[config.mk]
export PLATFORM = sky130hd
export DESIGN_NAME = seg_scan_decoder
export DESIGN_NICKNAME = d
export VERILOG_FILES = /design/src/rtl/seg_pkg.sv /design/src/rtl/seg_pattern_decode.sv /design/src/rtl/seg_scan_decoder.sv
export SDC_FILE = /design/constraint.sdc
export NUM_CORES = 1
export LEC_CHECK = 0
export ABC_CLOCK_PERIOD_IN_PS = 5100
export CAP_MARGIN = 20
export CORE_UTILIZATION = 30
export DETAILED_ROUTE_END_ITERATION = 10
export GPL_ROUTABILITY_DRIVEN = 1
export GPL_TIMING_DRIVEN = 0
export MAX_ROUTING_LAYER = met4
export PLACE_DENSITY_LB_ADDON = 0.08
export SYNTH_ARGS = -nofsm -noshare
export SYNTH_HDL_FRONTEND = slang
export SYNTH_SLANG_ARGS = --single-unit
[constraint.sdc]
create_clock -name clk -period 5.1 [get_ports clk]
set_clock_uncertainty 0.2 [all_clocks]
set_input_delay 1.02 -clock clk [delete_from_list [all_inputs] [get_ports clk]]
set_output_delay 1.02 -clock clk [all_outputs]
set_load 0.05 [all_outputs]
[src/rtl/seg_pkg.sv]
// Shared seven-segment constants: cathode patterns, anode selects and the
// receive-side frame FSM encoding. The display driver uses the same table.
package seg_pkg;

  // Active-low cathodes, bit6 = a ... bit0 = g
  localparam logic [6:0] SEG_0 = 7'b0000001;
  localparam logic [6:0] SEG_1 = 7'b1001111;
  localparam logic [6:0] SEG_2 = 7'b0010010;
  localparam logic [6:0] SEG_3 = 7'b0000110;
  localparam logic [6:0] SEG_4 = 7'b1001100;
  localparam logic [6:0] SEG_5 = 7'b0100100;
  localparam logic [6:0] SEG_6 = 7'b0100000;
  localparam logic [6:0] SEG_7 = 7'b0001111;
  localparam logic [6:0] SEG_8 = 7'b0000000;
  localparam logic [6:0] SEG_9 = 7'b0000100;

  // Active-low digit enables
  localparam logic [3:0] AN_D3 = 4'b0111;
  localparam logic [3:0] AN_D2 = 4'b1011;
  localparam logic [3:0] AN_D1 = 4'b1101;
  localparam logic [3:0] AN_D0 = 4'b1110;

  // State value equals the index of the digit it waits for, so the expected
  // digit can be compared directly against the decoded anode index.
  typedef enum logic [1:0] {
    WAIT_D3 = 2'd3,
    WAIT_D2 = 2'd2,
    WAIT_D1 = 2'd1,
    WAIT_D0 = 2'd0
  } frame_state_t;

  // Anode select -> {legal, digit index}; blanking or multi-digit is illegal
  function automatic logic [2:0] an_decode(input logic [3:0] an);
    case (an)
      AN_D3:   return 3'b111;
      AN_D2:   return 3'b110;
      AN_D1:   return 3'b101;
      AN_D0:   return 3'b100;
      default: return 3'b000;
    endcase
  endfunction

endpackage

[src/rtl/seg_pattern_decode.sv]
// Combinational cathode-pattern to BCD digit decoder.
module seg_pattern_decode
  import seg_pkg::*;
(
  input  logic [6:0] i_cathodes,
  output logic       o_valid,
  output logic [3:0] o_digit
);

  // Map each legal pattern to its digit; anything else is flagged invalid
  always_comb begin
    o_valid = 1'b1;
    o_digit = 4'd0;
    case (i_cathodes)
      SEG_0:   o_digit = 4'd0;
      SEG_1:   o_digit = 4'd1;
      SEG_2:   o_digit = 4'd2;
      SEG_3:   o_digit = 4'd3;
      SEG_4:   o_digit = 4'd4;
      SEG_5:   o_digit = 4'd5;
      SEG_6:   o_digit = 4'd6;
      SEG_7:   o_digit = 4'd7;
      SEG_8:   o_digit = 4'd8;
      SEG_9:   o_digit = 4'd9;
      default: o_valid = 1'b0;
    endcase
  end

endmodule

[src/rtl/seg_scan_decoder.sv]
// Receive-side monitor for a four-digit multiplexed seven-segment display:
// debounces each anode/cathode pair, checks thousands->ones scan order and
// publishes each complete frame as BCD and binary.
module seg_scan_decoder
  import seg_pkg::*;
#(
  parameter int SETTLE_CYCLES = 4
) (
  input  logic        clk,
  input  logic        reset,
  input  logic [3:0]  anode_select,
  input  logic [6:0]  LED_out,
  output logic [15:0] bcd,
  output logic [15:0] value,
  output logic        value_valid,
  output logic        frame_error,
  output logic        decode_error
);

  // Counter value seen (before update) on the edge that completes the dwell
  localparam logic [7:0] CAP_CNT = 8'(SETTLE_CYCLES - 2);

  logic [10:0]  w_pair;
  logic [10:0]  r_prev_pair;
  logic [7:0]   r_stable_cnt;
  logic [2:0]   w_an_dec;
  logic         w_an_valid;
  logic [1:0]   w_an_idx;
  logic         w_seg_valid;
  logic [3:0]   w_digit;
  logic         w_capture;

  frame_state_t r_state;
  frame_state_t w_state_next;
  logic [3:1]   w_store;
  logic         w_clear;
  logic         w_complete;
  logic         w_frame_err;
  logic         w_decode_err;

  logic [3:0]   r_digit [3:1];
  logic [13:0]  w_value_bin;

  assign w_pair     = {anode_select, LED_out};
  assign w_an_dec   = an_decode(anode_select);
  assign w_an_valid = w_an_dec[2];
  assign w_an_idx   = w_an_dec[1:0];

  seg_pattern_decode u_pattern_decode (
    .i_cathodes (LED_out),
    .o_valid    (w_seg_valid),
    .o_digit    (w_digit)
  );

  // Track the previous pair and how long it has been stable
  always_ff @(posedge clk) begin
    if (reset) begin
      r_prev_pair  <= '1;
      r_stable_cnt <= 8'd0;
    end else begin
      r_prev_pair <= w_pair;
      if (w_pair != r_prev_pair)
        r_stable_cnt <= 8'd0;
      else if (r_stable_cnt != 8'd255)
        r_stable_cnt <= r_stable_cnt + 8'd1;
    end
  end

  // One capture per dwell: the counter passes CAP_CNT only once per stable pair
  assign w_capture = w_an_valid && (w_pair == r_prev_pair) && (r_stable_cnt == CAP_CNT);

  // Frame FSM state register
  always_ff @(posedge clk) begin
    if (reset) r_state <= WAIT_D3;
    else       r_state <= w_state_next;
  end

  // Frame FSM next state
  always_comb begin
    w_state_next = r_state;
    if (w_capture) begin
      if (!w_seg_valid) begin
        w_state_next = WAIT_D3;
      end else if (w_an_idx == r_state) begin
        case (r_state)
          WAIT_D3: w_state_next = WAIT_D2;
          WAIT_D2: w_state_next = WAIT_D1;
          WAIT_D1: w_state_next = WAIT_D0;
          default: w_state_next = WAIT_D3;
        endcase
      end else if (w_an_idx == 2'd3) begin
        // A stray thousands digit starts a fresh frame
        w_state_next = WAIT_D2;
      end else begin
        w_state_next = WAIT_D3;
      end
    end
  end

  // Frame FSM outputs: staging strobes, completion and error events
  always_comb begin
    w_store      = '0;
    w_clear      = 1'b0;
    w_complete   = 1'b0;
    w_frame_err  = 1'b0;
    w_decode_err = 1'b0;
    if (w_capture) begin
      if (!w_seg_valid) begin
        w_decode_err = 1'b1;
        w_clear      = 1'b1;
      end else if (w_an_idx == r_state) begin
        case (r_state)
          WAIT_D3: w_store[3] = 1'b1;
          WAIT_D2: w_store[2] = 1'b1;
          WAIT_D1: w_store[1] = 1'b1;
          default: begin
            w_complete = 1'b1;
            w_clear    = 1'b1;
          end
        endcase
      end else begin
        w_frame_err = 1'b1;
        w_clear     = 1'b1;
        if (w_an_idx == 2'd3) w_store[3] = 1'b1;
      end
    end
  end

  // Digit staging; a store overrides a simultaneous clear of the same slot
  for (genvar gi = 1; gi <= 3; gi++) begin : g_stage
    always_ff @(posedge clk) begin
      if (reset)            r_digit[gi] <= 4'd0;
      else if (w_store[gi]) r_digit[gi] <= w_digit;
      else if (w_clear)     r_digit[gi] <= 4'd0;
    end
  end

  // Binary value of the frame being completed (max 9999 fits in 14 bits)
  assign w_value_bin = 14'(r_digit[3]) * 14'd1000
                     + 14'(r_digit[2]) * 14'd100
                     + 14'(r_digit[1]) * 14'd10
                     + 14'(w_digit);

  // Publish completed frames and one-cycle event pulses
  always_ff @(posedge clk) begin
    if (reset) begin
      bcd          <= 16'd0;
      value        <= 16'd0;
      value_valid  <= 1'b0;
      frame_error  <= 1'b0;
      decode_error <= 1'b0;
    end else begin
      value_valid  <= w_complete;
      frame_error  <= w_frame_err;
      decode_error <= w_decode_err;
      if (w_complete) begin
        bcd   <= {r_digit[3], r_digit[2], r_digit[1], w_digit};
        value <= {2'b00, w_value_bin};
      end
    end
  end

endmodule

==> results.txt <==
FILL cells = 1,563
post-synthesis async set-or-reset flop share = 0
crit path from = r_digit[0][14]
number of flops mapped to enable cells by yosys = 12
final setup margin = 0.231 ns
crit start category = flop
number of global-route vias before repair = 4,083
dpl cell area = 5440 sq um
WP data required = 5.14 ns
Power Internal = 1.16 mW
Worst R2R End = value[13]
clock net sink count = 65
Finished Cell Area = 5890 sq um
Gate power share = 0.242
Initial DRT Pass Iterations = 6
Crit Path Category = reg -> reg
IO Pins = 48
DP Wirelength = 9.83 mm
predominant post-synthesis flop cell = dfxtp_1
Multi-input gate area = 3040 sq um
Power Dens Cells = 274 nW/um^2
Sw Share = 0.283
Static Leak = 2.44 nW
Min-Delay Path Class = reg -> reg
min cycle time layout = 4.87 ns
Total Power = 1.61 mW
synthesized instance count = 531
initial antenna violation count = 0
GR Overflow Total = 0
Vias = 3,928
outcome = completed
share of cells above drive strength 1 = 0.124
largest net degree at the start of global routing = 12
clock network latency to the later pin of the worst-skew pair = 0.34 ns
relative slew slack = 0.609
Routability Congestion = 0.803
Post-route DRC = 0
Worst R2R Setup Slack = 0.23 ns
unrepaired setup endpoints after global routing = yes
f_max = 0.205 GHz
routed len/inst = 15.6 microns
GRT Total Usage = 0.172
FP Rows = 45
Setup WS pre-CTS = -0.300 ns
Worst-Margin Slew = 0.587 ns
CTS Buf Count = 9
Avg Cell Area, Syn = 8.98 sq um
Die H = 128 microns
Buffers on Ports = 41
Seq cells post-synth = 65
post-layout util = 0.383
FF+latch area = 1420 sq um
core area = 15,400 sq um
Max VDD drop = 0.000165 V
nets@finish = 680
post-synthesis sequential area ratio = 0.298
Die ar. = 16,400 sq um
Detailed Route Iter0 Violations = 196
reg2reg path depth = 16
die width = 128 microns
CP endpoint kind = flop
Hold Path Depth = 2
CTS root buffer = clkbuf_16
reg-to-reg startpoint = r_digit[0][14]
CTS H-tree depth = 3
Synth Warn # = 0
Vias/cell = 4.85
Syn Std Cell Area = 4770 sq um
Clock Power Share = 0.424
Clock transition at path regs = 0.06 ns
n_diodes = 0
critical path arrival = 4.91 ns
CTS Hold Buffers Added = 0
# setup viols final = 0
Crit Path Max Fanout = 6
Netlist cell types = 60
first-pass GRT wire length = 20.8 mm
Psw = 0.457 mW
Final Max Tran Viols = 0
Post-DRT Antenna Nets = 0
Seq pwr share = 0.334
CTS tree = yes
Final period util = 0.955
post-route setup TNS = 0 ns
Bufs on Longest Clock Path = 2
Starting Density = 0.310
final hold violations = 0
Max-cap violations = 0
Routed WL = 12.6 mm
area grow syn2layout = 23.5%
Setup crit end = value[13]
logic make-up after synthesis:
group | Yosys count | synth area share
mux | 5 | 0.0108
flops | 65 | 0.298
xor+xnor | 29 | 0.0533
fa+ha+maj | 73 | 0.218
other cells | 1 | 0.000787
simple gates | 162 | 0.191
compound gates | 118 | 0.155
buf+inv | 78 | 0.0722
metrics by stage:
step | instances | hold WS, ns
2_1_floorplan | 532 | 0.310
3_5_place_dp | 784 | 0.267
6_report | 810 | 0.277
4_1_cts | 800 | 0.276
3_3_place_gp | 784 | 0.266
5_1_grt | 810 | 0.299
synthesized netlist by cell type, types with 8 or more instances:
library cell  count  share of area
and3_1            9          0.012
or2_2            13          0.017
inv_1            48          0.038
xnor2_1          12          0.022
o21ai_0          39          0.041
xor2_1           17          0.031
nor2_1           30          0.024
a21oi_1          39          0.041
clkbuf_1         10         0.0079
fa_1             17          0.071
nand2_1          24          0.019
nand3_1          30          0.032
nand3b_1          8          0.013
buf_2            11          0.012
dfxtp_1          53           0.22
nor3_1           13          0.014
ha_1             56           0.15
edfxtp_1         12          0.076
layout make-up:
type | count | area share
clock inverter | 5 | 0.0132
timing repair buffer | 51 | 0.0825
multi-input combinational | 389 | 0.517
sequential | 65 | 0.241
clock buffer | 11 | 0.0429
tap | 211 | 0.0449
buffer | 30 | 0.0278
inverter | 48 | 0.0306
cell usage in the layout, fill, tap and decap left out, types with 5 or more instances in the layout:
| master | instances |
|---|---|
| nand3_1 | 30 |
| o21ai_0 | 38 |
| or2_2 | 13 |
| nand3b_1 | 8 |
| clkbuf_16 | 9 |
| buf_4 | 16 |
| and3_1 | 9 |
| ha_1 | 55 |
| buf_2 | 11 |
| xnor2_1 | 12 |
| clkbuf_1 | 10 |
| nor2b_1 | 6 |
| inv_1 | 48 |
| xor2_1 | 17 |
| clkdlybuf4s50_1 | 41 |
| nor3_1 | 13 |
| dfxtp_1 | 53 |
| or3_1 | 5 |
| nand2_1 | 24 |
| edfxtp_1 | 12 |
| o21bai_1 | 6 |
| nor2_1 | 30 |
| a21oi_1 | 37 |
| fa_1 | 16 |
state kept, by name (all words and copies together) (netlist names):
signal        cells
r_stable_cnt      8
r_state           2
value            13
r_prev_pair      11
r_digit          12
decode_error      1
bcd              16
value_valid       1
frame_error       1
how the worst min path moves through the flow:
stage               startpoint               to  slack (ns)
2_1_floorplan  r_stable_cnt[7]  r_stable_cnt[6]        0.31
5_1_grt               value[3]         value[3]        0.30
3_3_place_gp         value[11]        value[11]        0.27
4_1_cts                 bcd[1]           bcd[1]        0.28
6_report              value[3]         value[3]        0.28
3_5_place_dp            bcd[2]           bcd[2]        0.27
worst max-delay path, cell delays in order (launching register included):
cell and delay (ns):
edfxtp_1 0.52, fa_2 0.65, inv_1 0.09, fa_1 0.52, inv_1 0.05, ha_1 0.33, inv_1 0.05, o21bai_1 0.16
xor2_1 0.21, ha_1 0.26, ha_1 0.29, ha_1 0.35, a21o_1 0.23, a21o_1 0.21, o211ai_1 0.22, a21oi_2 0.13
o41ai_2 0.29
power groups by stage:
stage | Combinational (mW) | Clock [mW] | Sequential, mW
finish | 0.392 | 0.684 | 0.539
global route | 0.446 | 0.723 | 0.540
CTS | 0.381 | 0.703 | 0.540
detailed placement | 0.375 | 0 | 0.551
global placement | 0.372 | 0 | 0.551
floorplan | 0.290 | 0 | 0.547
layer usage:
metal | GRT usage | wire, microns
met1 | 0.208 | 5730
met2 | 0.289 | 6320
met3 | 0.0376 | 394
met4 | 0.0464 | 162
met5 | - | 0
repair_timing:
item                       in CTS  in global routing
gates cloned                    0                  0
buffers inserted                0                 10
setup endpoints to repair       1                  5
gates resized for setup         1                  7
pin swaps                       0                  2
Power figures use the tool's default switching activity.
